===== config.mk =====
export PLATFORM = sky130hd
export DESIGN_NAME = sirv_pmu_key_ctrl
export DESIGN_NICKNAME = d
export VERILOG_FILES = /design/src/rtl/sirv_pmu_pkg.sv /design/src/rtl/sirv_pmu_win_timer.sv /design/src/rtl/sirv_pmu_key_ctrl.sv
export SDC_FILE = /design/constraint.sdc
export NUM_CORES = 1
export LEC_CHECK = 0
export BUFFER_PORTS_ARGS = -buffer_cell sky130_fd_sc_hd__buf_4
export CORE_AREA = 2 2 68 70
export CTS_CLUSTER_DIAMETER = 100
export CTS_CLUSTER_SIZE = 20
export DETAILED_ROUTE_END_ITERATION = 16
export DIE_AREA = 0 0 70 72
export PLACE_DENSITY = 0.77
export SYNTH_ARGS = -nofsm -noshare
export SYNTH_HDL_FRONTEND = slang
export SYNTH_HIERARCHICAL = 1
export SYNTH_SLANG_ARGS = --single-unit

===== constraint.sdc =====
create_clock -name clk -period 2.9 [get_ports clk]
set_input_delay 0.58 -clock clk [delete_from_list [all_inputs] [get_ports clk]]
set_output_delay 0.58 -clock clk [all_outputs]
set_load 0.005 [all_outputs]

===== src/rtl/sirv_pmu_pkg.sv =====
// Shared types and defaults for the PMU write-protection sequencer.
package sirv_pmu_pkg;

  typedef enum logic [1:0] {
    ST_LOCKED   = 2'd0,
    ST_UNLOCKED = 2'd1,
    ST_COMMIT   = 2'd2
  } pmu_state_e;

  localparam int unsigned PMU_DW      = 32;
  localparam int unsigned PMU_NREG    = 4;
  localparam int unsigned PMU_TIMEOUT = 16;
  localparam logic [31:0] PMU_KEY     = 32'h0051_F15E;

endpackage


===== src/rtl/sirv_pmu_win_timer.sv =====
// Loadable down-counter that bounds the unlock window; saturates at zero.
module sirv_pmu_win_timer #(
  parameter int unsigned TW = 5
) (
  input  logic          clk,
  input  logic          rst_n,
  input  logic          i_load,
  input  logic [TW-1:0] i_load_val,
  input  logic          i_dec,
  output logic          o_zero_c
);

  logic [TW-1:0] r_cnt;

  always_ff @(posedge clk or negedge rst_n) begin
    if (!rst_n) begin
      r_cnt <= '0;
    end else if (i_load) begin
      r_cnt <= i_load_val;
    end else if (i_dec && (r_cnt != '0)) begin
      r_cnt <= r_cnt - TW'(1);
    end
  end

  assign o_zero_c = (r_cnt == '0);

endmodule


===== src/rtl/sirv_pmu_key_ctrl.sv =====
// Key-gated write sequencer: one correct key write permits exactly one protected register write.
module sirv_pmu_key_ctrl
  import sirv_pmu_pkg::*;
#(
  parameter int unsigned DW      = PMU_DW,
  parameter int unsigned NREG    = PMU_NREG,
  parameter logic [DW-1:0] KEY   = DW'(PMU_KEY),
  parameter int unsigned TIMEOUT = PMU_TIMEOUT,
  localparam int unsigned IW     = (NREG > 1) ? $clog2(NREG) : 1,
  localparam int unsigned TW     = $clog2(TIMEOUT + 1)
) (
  input  logic            clk,
  input  logic            rst_n,
  input  logic            i_dbg_mode,
  input  logic            i_key_wr_valid,
  input  logic [DW-1:0]   i_key_wr_data,
  input  logic            i_wr_req_valid,
  output logic            o_wr_req_ready,
  input  logic [IW-1:0]   i_wr_req_idx,
  input  logic [DW-1:0]   i_wr_req_data,
  output logic [NREG-1:0] o_reg_we,
  output logic [DW-1:0]   o_reg_wdata,
  output logic            o_unlocked,
  output logic            o_wr_err
);

  pmu_state_e      r_state;
  pmu_state_e      w_next;
  logic            w_req;
  logic            w_key_ok;
  logic            w_key_bad;
  logic            w_idx_ok;
  logic            w_load;
  logic            w_dec;
  logic            w_zero;
  logic            w_err;
  logic [NREG-1:0] r_reg_we;
  logic [DW-1:0]   r_reg_wdata;
  logic            r_unlocked;
  logic            r_wr_err;

  // Debug mode is deliberately not part of any equation.
  logic w_unused_dbg;
  assign w_unused_dbg = i_dbg_mode;

  assign o_wr_req_ready = (r_state != ST_COMMIT);
  assign w_req     = i_wr_req_valid && o_wr_req_ready;
  assign w_key_ok  = i_key_wr_valid && (i_key_wr_data == KEY);
  assign w_key_bad = i_key_wr_valid && (i_key_wr_data != KEY);
  assign w_idx_ok  = (32'(i_wr_req_idx) < NREG);

  sirv_pmu_win_timer #(.TW(TW)) u_win_timer (
    .clk        (clk),
    .rst_n      (rst_n),
    .i_load     (w_load),
    .i_load_val (TW'(TIMEOUT - 1)),
    .i_dec      (w_dec),
    .o_zero_c   (w_zero)
  );

  always_ff @(posedge clk or negedge rst_n) begin
    if (!rst_n) begin
      r_state <= ST_LOCKED;
    end else begin
      r_state <= w_next;
    end
  end

  // Next state, timer control and error decode.
  always_comb begin
    w_next = r_state;
    w_load = 1'b0;
    w_dec  = 1'b0;
    w_err  = 1'b0;
    case (r_state)
      ST_LOCKED: begin
        if (w_key_ok) begin
          w_next = ST_UNLOCKED;
          w_load = 1'b1;
        end
        if (w_key_bad || w_req) begin
          w_err = 1'b1;
        end
      end
      ST_UNLOCKED: begin
        if (w_req) begin
          if (w_idx_ok) begin
            w_next = ST_COMMIT;
          end else begin
            w_next = ST_LOCKED;
            w_err  = 1'b1;
          end
        end else if (w_key_ok) begin
          w_load = 1'b1;
        end else if (w_key_bad) begin
          w_next = ST_LOCKED;
          w_err  = 1'b1;
        end else if (w_zero) begin
          w_next = ST_LOCKED;
        end else begin
          w_dec = 1'b1;
        end
      end
      ST_COMMIT: begin
        w_next = ST_LOCKED;
      end
      default: begin
        w_next = ST_LOCKED;
      end
    endcase
  end

  // Write enable and data are captured on the edge that enters COMMIT, so they last exactly that state.
  always_ff @(posedge clk or negedge rst_n) begin
    if (!rst_n) begin
      r_reg_we    <= '0;
      r_reg_wdata <= '0;
      r_unlocked  <= 1'b0;
      r_wr_err    <= 1'b0;
    end else begin
      r_reg_we    <= (w_next == ST_COMMIT) ? (NREG'(1) << i_wr_req_idx) : '0;
      r_reg_wdata <= (w_next == ST_COMMIT) ? i_wr_req_data : '0;
      r_unlocked  <= (w_next == ST_UNLOCKED);
      r_wr_err    <= w_err;
    end
  end

  assign o_reg_we    = r_reg_we;
  assign o_reg_wdata = r_reg_wdata;
  assign o_unlocked  = r_unlocked;
  assign o_wr_err    = r_wr_err;

endmodule


==> results of run 1 <==
## per-layer routing
metal  up-vias  track usage
met2        95        0.265
met5         -            0
li1        689            -
met3         7       0.0583
met1       634        0.211
met4         0       0.0833
## power by group
| part | internal, uW | switching [uW] |
|---|---|---|
| clock | 171 | 201 |
| sequential | 629 | 1.37 |
| combinational | 65.4 | 31.2 |
## final timing paths
path                                      startpoint                   end  slack [ns]  cells after the start
worst min register to register  u_win_timer/r_cnt[4]  u_win_timer/r_cnt[4]        0.57                      2
max in group asynchronous                      rst_n        o_reg_wdata[3]        2.26                      1
min in group clk                     i_wr_req_idx[1]           o_reg_we[1]        0.45                      2
worst max-delay path            u_win_timer/r_cnt[0]  u_win_timer/r_cnt[3]        0.65                      8
worst min-delay path                           rst_n        o_reg_wdata[1]        0.26                      1
worst max register to register  u_win_timer/r_cnt[0]  u_win_timer/r_cnt[3]        0.65                      8
## worst max-delay path: stages, from the launching register on
cell	delay (ns)
dfrtp_1	0.35
inv_1	0.07
ha_1	0.21
or4b_4	0.22
inv_1	0.06
nor4_1	0.33
or4b_1	0.48
or3_1	0.34
a21oi_2	0.12
## through the flow
stage | hold slack [ns] | area (um2) | utilization | instances
2_1_floorplan | 0.284 | 1740 | - | 141
3_3_place_gp | 0.538 | 2620 | 0.614 | 299
3_5_place_dp | 0.555 | 2620 | 0.614 | 299
4_1_cts | 0.286 | 2700 | 0.634 | 307
5_1_grt | 0.314 | 2700 | 0.634 | 307
6_report | 0.263 | 2700 | 0.634 | 307
## kinds of logic after synthesis
family                   after synthesis  share of synthesized area
AND/OR/NAND/NOR                       68                      0.266
buffers and inverters                  8                     0.0180
other                                  2                    0.00433
AO/OA/AOI/OAI                         14                     0.0549
adder cells (fa/ha/maj)                1                    0.00722
flip-flops                            45                      0.650
## sequential cells by signal, summed over array words and instances (netlist names)
name / cells
o_reg_wdata: 32
o_reg_we: 4
o_unlocked: 1
o_wr_err: 1
r_state: 2
u_win_timer/r_cnt: 5
## final cells by class
| type | count | share of cell area |
|---|---|---|
| multi-input combinational | 88 | 0.217 |
| inverter | 4 | 0.00556 |
| tap | 52 | 0.0241 |
| clock inverter | 1 | 0.00278 |
| sequential | 45 | 0.417 |
| timing repair buffer | 110 | 0.306 |
| clock buffer | 7 | 0.0282 |
## cell usage after synthesis (2+ instances only)
cell type / count
dfrtp_1: 45
and2_1: 32
a21oi_1: 6
nand2_1: 6
inv_1: 4
and3_1: 3
clkbuf_1: 3
nand2b_1: 3
nor2_1: 3
nor2b_1: 3
nor4_2: 3
a31o_1: 2
conb_1: 2
nand4_1: 2
nor4_1: 2
o21ai_0: 2
or3_1: 2
==> results.py, run 1 <==
metrics = {
    "run_status": {
        "outcome": "finished, final reports clean",
    },
    "routing": {
        "met3WireLength_um": 486,
        "via_count": 1425,
        "route.detailed.drc": 0,
        "dr.pass1.iters": 4,
        "totalWireLength_um": 4060,
        "drtAntennaViolNets": 0,
        "viasPerCell": 4.64,
        "drt-met1-wl_um": 1640,
        "wl_met2_um": 1870,
        "drt_iter0_drc": 76,
        "drt-wirelength-per-cell_um": 13.2,
        "top_layer": "met4",
    },
    "clocking": {
        "clk_latency_ns": 0.29,
        "cts_buffer_depth": 2,
        "h-tree-depth": 2,
        "cts_tree": "yes",
        "postCtsSetupRepairBufs": 0,
        "clk_pin_slew_ns": 0.08,
        "cts-root-buf": "clkbuf_8",
        "cts_resized": 0,
        "cts.sinks": 45,
        "numCtsBuffers": 5,
        "postCtsHoldBufs": 0,
    },
    "sta": {
        "period_share": 0.775,
        "maxSlewViolCount": 0,
        "tightest_slew_ns": 0.669,
        "rsz0062_at_grt": "no",
        "finalHoldViolCount": 0,
        "period_needed_ns": 2.25,
        "setup_ws_ns": 0.653,
        "maxSlewHeadroom": 0.553,
        "max_freq_ghz": 0.445,
        "skew_ns": 0.00282,
        "setup_viol": 0,
        "fin_tns_setup_ns": 0,
    },
    "setup_path": {
        "worst_setup_path_start_kind": "flop",
        "required_ns": 3.13,
        "setup.worst_path.class": "flop to flop",
        "cp-end-kind": "flop",
        "arrival_ns": 2.47,
        "path_max_fanout": 5,
    },
    "placement": {
        "portBuffers": 108,
        "pre_cts_ws_ns": 0.552,
        "place_congestion": 0.776,
        "dp_hpwl_um": 3130,
    },
    "layout": {
        "nFillCells": 350,
        "finalNetCount": 326,
        "regArea_um2": 1130,
        "area_growth_pct": 56.0,
        "drive_gt1_frac": 0.490,
        "final_common_cell": "buf_4",
        "mostFrequentLayoutCells": "110 x buf_4, 45 x dfrtp_1, 32 x and2_1, 6 x a21oi_1, 6 x nand2_1",
        "n_antenna_cell": 0,
        "multi_input_comb_area_um2": 587,
    },
    "logic_synthesis": {
        "avgSynthCellArea_um2": 12.6,
        "synth_edf_count": 0,
        "synthCells": 138,
        "synth_top_area_cell": "dfrtp_1",
        "synth.ff_latch_count": 45,
        "ys_seq_area_frac": 0.650,
        "synth.top_cells.by_area": "dfrtp_1 65%, and2_1 12%, nor4_2 2.2%, a21oi_1 1.7%, nand2_1 1.3%",
        "yosysTopAreaCellShare": 0.650,
        "ys_warn_count": 6,
        "ys_types": 32,
        "ys_async_sr_fraction": 1.00,
        "synth_area_um2": 1730,
        "synth_flop_cell": "dfrtp_1",
    },
    "pwr": {
        "p_leak_uw": 0.00145,
        "cellPowerDensity_nw_per_um2": 406,
        "totalPowerFinal_uw": 1100,
        "ir_worst_vdd_mv": 0.187,
    },
    "die": {
        "dieArea_um2": 5040,
        "io_pins": 110,
        "die_x_um": 70,
        "rows": 24,
        "initial_core_util": 0.406,
        "die_h_um": 72,
        "coreArea_um2": 4260,
    },
    "job": {
        "drv_cap": 0,
    },
    "grt": {
        "antenna_found_initial": 0,
        "grt_overflow": 0,
        "grt_max_degree": 46,
        "grt_pass1_vias": 1412,
        "grt_pass1_wl_um": 6540,
        "groute.usage.overall": 0.169,
    },
    "worst_hold_path": {
        "holdCritPathClass": "input port to asynchronous set/reset pin",
    },
}
Power figures use the tool's default switching activity.
==> run 2, diff against run 1 <==
- ABC_AREA: unset -> 1
- CORE_AREA: 2 2 68 70 -> 2 2 70 72
- DIE_AREA: 0 0 70 72 -> 0 0 72 74
- clock period: 2.9 -> 2.1 ns (I/O delays scaled with it)
==> run 2 against run 1 <==
Effect of this change:
- global-route usage down 0.21 points
- largest cell class unchanged
- clock skew is 0.0033 ns higher
- critical path type unchanged
- sequential power up 38%
- count of clock-buffer cells in the layout did not move
- power up 52%
- synthesized cell count grew 64%
- die area rose by 5.7%
- non-clock buffer count did not move
- register-to-register slack worse by 0.17 ns
- first-iteration DRC count increased by 41%
- critical path depth up 3
- wire length fell by 1.7%
==> results.py, run 2 <==
metrics = {
    "logic_synthesis": {
        "synth_area_um2": 1920,
        "synth_top_area_cell": "dfrtp_1",
        "yosysTopAreaCellShare": 0.587,
        "ys_seq_area_frac": 0.587,
        "synth_compound_area_frac": 0.0313,
        "synth.ff_latch_count": 45,
        "synth-simple-area-share": 0.228,
        "synth_top_family_by_area": "simple AND/OR/NAND/NOR gates",
        "ys_async_sr_fraction": 1.00,
        "avgSynthCellArea_um2": 8.45,
        "yosysMostFrequentCell": "inv_1",
        "synthTopCellsByCount": "63 x inv_1, 45 x dfrtp_1, 45 x nor2_1",
        "synthMuxAreaShare": 0,
        "ys_warn_count": 6,
        "ys_types": 19,
        "synth_adder_area_share": 0.00652,
        "synthCells": 227,
        "synth_edf_count": 0,
        "synth_flop_cell": "dfrtp_1",
        "synth_xor_area_frac": 0,
        "synth.top_cells.by_area": "dfrtp_1 59%, inv_1 12%, nor2_1 8.8%, nand2_1 7.2%, buf_6 1.8%",
    },
    "layout": {
        "finalNetCount": 416,
        "n_antenna_cell": 0,
        "area_growth_pct": 51.5,
        "final_common_cell": "buf_4",
        "mostFrequentLayoutCells": "110 x buf_4, 63 x inv_1, 45 x nor2_1, 45 x dfrtp_1, 37 x nand2_1",
        "drive_gt1_frac": 0.374,
        "finalNonFillerCells": 399,
        "largest_reg_flops": 32,
    },
    "clocking": {
        "cts-root-buf": "clkbuf_8",
        "postCtsSetupRepairBufs": 0,
        "cts_tree": "yes",
        "cts_resized": 0,
        "clk_latency_ns": 0.29,
        "postCtsHoldBufs": 0,
        "cts_buffer_depth": 2,
        "numCtsBuffers": 5,
        "clk_pin_slew_ns": 0.08,
        "cts.sinks": 45,
        "h-tree-depth": 2,
    },
    "die": {
        "die_x_um": 72,
        "coreArea_um2": 4600,
        "die_h_um": 74,
        "initial_core_util": 0.417,
        "io_pins": 110,
        "dieArea_um2": 5330,
        "rows": 25,
    },
    "routing": {
        "via_count": 1644,
        "drtAntennaViolNets": 0,
        "totalWireLength_um": 3990,
        "drt_iter0_drc": 107,
        "dr.pass1.iters": 4,
        "viasPerCell": 4.12,
        "drt-wirelength-per-cell_um": 9.99,
        "route.detailed.drc": 0,
    },
    "setup_path": {
        "crit_top_cell": "inv_1",
        "worst_setup_path_start_kind": "flop",
        "required_ns": 2.32,
        "path_max_fanout": 5,
        "slowest_stage": "dfrtp_1",
        "arrival_ns": 1.84,
        "cp-end-kind": "flop",
        "critical-path-top-delay-family": "simple AND/OR/NAND/NOR gates",
        "setup.worst_path.class": "flop to flop",
        "slowest_delay_ns": 0.34,
        "crit_chain": "inv_1, ha_1, nand3b_2, inv_1, nor3_1, nand2_1, inv_1, nand2_4, nand2_4, nand2_1, o21ai_2",
        "path_buf_inv": 3,
    },
    "sta": {
        "maxSlewViolCount": 0,
        "period_share": 0.772,
        "rsz0062_at_grt": "no",
        "skew_ns": 0.00611,
        "setup_ws_ns": 0.480,
        "setup_viol": 0,
        "max_freq_ghz": 0.617,
        "period_needed_ns": 1.62,
        "tightest_slew_ns": 0.547,
        "holdWs_ns": 0.113,
        "fin_tns_setup_ns": 0,
        "maxSlewHeadroom": 0.635,
        "finalHoldViolCount": 0,
    },
    "grt": {
        "grt_pass1_vias": 1622,
        "groute.usage.overall": 0.167,
        "antenna_found_initial": 0,
        "grt_pass1_wl_um": 6960,
        "grt_max_degree": 46,
        "grt_overflow": 0,
    },
    "placement": {
        "place_congestion": 0.868,
        "pre_cts_ws_ns": 0.406,
        "dp_cells": 391,
        "dp_hpwl_um": 3140,
        "portBuffers": 108,
    },
    "job": {
        "drv_cap": 0,
    },
    "pwr": {
        "ir_worst_vdd_mv": 0.472,
        "p_leak_uw": 0.00183,
        "totalPowerFinal_uw": 1670,
        "cellPowerDensity_nw_per_um2": 574,
    },
    "worst_hold_path": {
        "holdCritPathClass": "input port to asynchronous set/reset pin",
    },
    "run_status": {
        "outcome": "finished, final reports clean",
    },
}
[run 2: changes by cell type after synthesis, sizes merged, moves of 6 or more]
cell / delta
and2: -32
nand2: +34
nor2: +46
inv: +60
nand3: +6
[run 2: through the flow]
stage	area [um2]	util
6_report	2910	0.632
5_1_grt	2910	0.632
4_1_cts	2910	0.632
3_5_place_dp	2790	0.607
3_3_place_gp	2790	0.607
2_1_floorplan	1930	-
[run 2: final cells by class]
class / count / area, um2
fill: 391 / 1690
tap: 54 / 67.6
multi-input combinational: 118 / 529
clock inverter: 1 / 30.0
timing repair buffer: 110 / 826
inverter: 64 / 240
clock buffer: 7 / 86.3
sequential: 45 / 1130
[run 2: worst paths after layout]
check                      slack (ns)  cells after the start            startpoint                   end
max                              0.48                     11  u_win_timer/r_cnt[0]  u_win_timer/r_cnt[1]
min                              0.11                      1                 rst_n        o_reg_wdata[8]
max reg2reg                      0.48                     11  u_win_timer/r_cnt[0]  u_win_timer/r_cnt[1]
min reg2reg                      0.51                      2  u_win_timer/r_cnt[4]  u_win_timer/r_cnt[4]
max in group asynchronous        1.61                      1                 rst_n  u_win_timer/r_cnt[2]
min in group clk                 0.31                      2       i_wr_req_idx[1]           o_reg_we[1]
[run 2: cells by family after synthesis]
| kind of cell | count (synthesis) |
|---|---|
| AO/OA/AOI/OAI | 10 |
| adder cells (fa/ha/maj) | 1 |
| buffers and inverters | 67 |
| flip-flops | 45 |
| other | 2 |
| AND/OR/NAND/NOR | 102 |
[run 2: power breakdown]
group          total [uW]  internal (uW)  switching [uW]
Combinational         148           93.6            54.2
Sequential            867            867           0.327
Clock                 652            388             264
[run 2: worst reg2reg max path: cells and delay by family (launching register included)]
kind                     cells  cell delay, ns
adder cells (fa/ha/maj)      1            0.26
AND/OR/NAND/NOR              6            0.63
AO/OA/AOI/OAI                1            0.06
flip-flops                   1            0.34
buffers and inverters        3            0.26
[run 2: routing by layer]
| layer | up-vias | global-route usage | part of all wire |
|---|---|---|---|
| met4 | 0 | 0.0440 | 0.0080 |
| met2 | 50 | 0.290 | 0.53 |
| li1 | 867 | - | - |
| met3 | 5 | 0.0569 | 0.076 |
| met5 | - | 0 | 0 |
| met1 | 722 | 0.200 | 0.38 |
==> run 3, diff against run 2 <==
- CORE_AREA: 2 2 70 72 -> 2 2 74 76
- DIE_AREA: 0 0 72 74 -> 0 0 76 78
- PLACE_DENSITY: 0.77 -> 0.73
- clock period: 2.1 -> 1.4 ns (I/O delays scaled with it)
==> run 3 against run 2 <==
Effect of this change:
- first-iteration DRC count shrank 45%
- worst hold slack improved by 0.045 ns
- clock skew down 0.00076 ns
- sequential cell count stayed put
- critical endpoint is now u_win_timer/r_cnt[0]
- highest routed layer unchanged
==> results.py, run 3 (synthesized netlist as in run 2, its figures left out) <==
metrics = {
    "setup_path": {
        "slowest_delay_ns": 0.37,
        "cp-startpoint": "u_win_timer/r_cnt[1]",
        "cp-end-kind": "flop",
        "required_ns": 1.62,
        "reg2reg_slack_ns": 0.01,
        "critical-path-top-delay-family": "simple AND/OR/NAND/NOR gates",
        "r2r_end": "u_win_timer/r_cnt[0]",
        "worst_setup_path_start_kind": "flop",
        "setup.worst_path.class": "flop to flop",
        "path_max_fanout": 5,
        "path_buf_inv": 3,
        "crit_chain": "inv_2, ha_4, nand3b_4, inv_2, nor3_2, nand2_1, inv_2, nand2_4, nand2_4, nand2_2, o21ai_2",
        "arrival_ns": 1.61,
        "crit_top_cell": "inv_2",
        "slowest_stage": "dfrtp_1",
        "r2r-start": "u_win_timer/r_cnt[1]",
        "rr_worst_depth": 11,
    },
    "sta": {
        "maxSlewViolCount": 0,
        "period_needed_ns": 1.39,
        "fin_tns_setup_ns": 0,
        "period_share": 0.992,
        "max_freq_ghz": 0.720,
        "tightest_slew_ns": 0.560,
        "skew_ns": 0.00535,
        "holdWs_ns": 0.157,
        "maxSlewHeadroom": 0.626,
        "setup_viol": 0,
        "finalHoldViolCount": 0,
        "rsz0062_at_grt": "yes",
        "setup_ws_ns": 0.0109,
    },
    "routing": {
        "dr.pass1.iters": 4,
        "viasPerCell": 3.97,
        "drt_iter0_drc": 59,
        "via_count": 1692,
        "drtAntennaViolNets": 0,
        "totalWireLength_um": 4370,
        "drt-wirelength-per-cell_um": 10.3,
        "route.detailed.drc": 0,
    },
    "pwr": {
        "totalPowerFinal_uw": 2490,
        "p_leak_uw": 0.00187,
        "cellPowerDensity_nw_per_um2": 812,
        "ir_worst_vdd_mv": 0.596,
    },
    "grt": {
        "grt.met1_usage": 0.171,
        "grt_pass1_wl_um": 7500,
        "grt_pass1_vias": 1743,
        "met2_usage": 0.285,
        "gr-usage-met3": 0.0547,
        "gr-max-usage-layer": "met2",
        "groute.usage.overall": 0.154,
        "grt_max_degree": 46,
        "grt_overflow": 0,
        "antenna_found_initial": 0,
    },
    "layout": {
        "multi_input_comb_area_um2": 571,
        "mostFrequentLayoutCells": "119 x buf_4, 59 x inv_1, 45 x dfrtp_1, 44 x nor2_1, 34 x nand2_1",
        "nFillCells": 463,
        "area_growth_pct": 59.5,
        "finalNetCount": 427,
        "fin_util": 0.607,
        "largest_reg_flops": 32,
        "regArea_um2": 1130,
        "final_common_cell": "buf_4",
        "n_antenna_cell": 0,
        "drive_gt1_frac": 0.421,
    },
    "worst_hold_path": {
        "hold_end": "o_reg_we[0]",
        "holdCritPathClass": "input port to flop",
        "worstHoldStart": "i_wr_req_idx[0]",
        "holdPathStages": 2,
    },
    "placement": {
        "portBuffers": 108,
        "pre_cts_ws_ns": -0.124,
        "place_congestion": 0.791,
        "dp_hpwl_um": 3220,
    },
    "die": {
        "coreArea_um2": 5040,
        "rows": 26,
        "initial_core_util": 0.380,
        "die_h_um": 78,
        "dieArea_um2": 5930,
        "io_pins": 110,
        "die_x_um": 76,
    },
    "clocking": {
        "cts_tree": "yes",
        "cts.sinks": 45,
        "numCtsBuffers": 5,
        "clk_pin_slew_ns": 0.08,
        "clk_latency_ns": 0.29,
        "cts_buffer_depth": 2,
        "cts-root-buf": "clkbuf_8",
        "h-tree-depth": 2,
    },
    "run_status": {
        "outcome": "finished, final reports clean",
    },
    "job": {
        "drv_cap": 0,
    },
}
run 3: changes by cell type in the layout (fill, tap and decap cells not counted), sizes merged:
cell,before,now
buf,110,120
clkbuf,7,6
clkinv,0,1
dlygate4sd3,0,1
run 3: worst max-delay path by stage:
| stage | end | cells after the start |
|---|---|---|
| 2_1_floorplan | u_win_timer/r_cnt[0] | 11 |
| 3_3_place_gp | u_win_timer/r_cnt[1] | 12 |
| 3_5_place_dp | u_win_timer/r_cnt[1] | 12 |
| 4_1_cts | u_win_timer/r_cnt[0] | 11 |
| 5_1_grt | u_win_timer/r_cnt[1] | 11 |
| 6_report | u_win_timer/r_cnt[0] | 11 |
run 3: cell type report:
type / instances / area share
inverters: 64 / 0.0785
flip-flops and latches: 45 / 0.368
clock inverters: 2 / 0.0127
well taps: 70 / 0.0286
multi-input cells: 118 / 0.187
clock buffers: 6 / 0.0237
repair buffers: 121 / 0.302
run 3: power breakdown:
group	total [uW]	internal (uW)	switching (uW)
Sequential	1300	1300	0.340
Clock	960	536	424
Combinational	226	143	83.1
run 3: timing repair:
action | CTS | global route
pin swaps | 2 | 6
setup endpoints to repair | 5 | 5
hold buffers | 1 | 0
endpoints found under the hold margin | 5 | 0
resized for setup | 0 | 9
setup buffers | 1 | 1
run 3: per-layer routing:
metal / share of wire / wire, um
met5: 0 / 0
met4: 0.0037 / 16
met3: 0.073 / 320
met2: 0.53 / 2330
met1: 0.39 / 1710
run 3: through the flow:
| stage | std cells | area [um2] |
|---|---|---|
| after CTS | 425 | 3030 |
| after global routing | 426 | 3060 |
| final | 426 | 3060 |
| after detailed placement | 415 | 2900 |
| after floorplan | 230 | 1940 |
| after global placement | 415 | 2900 |
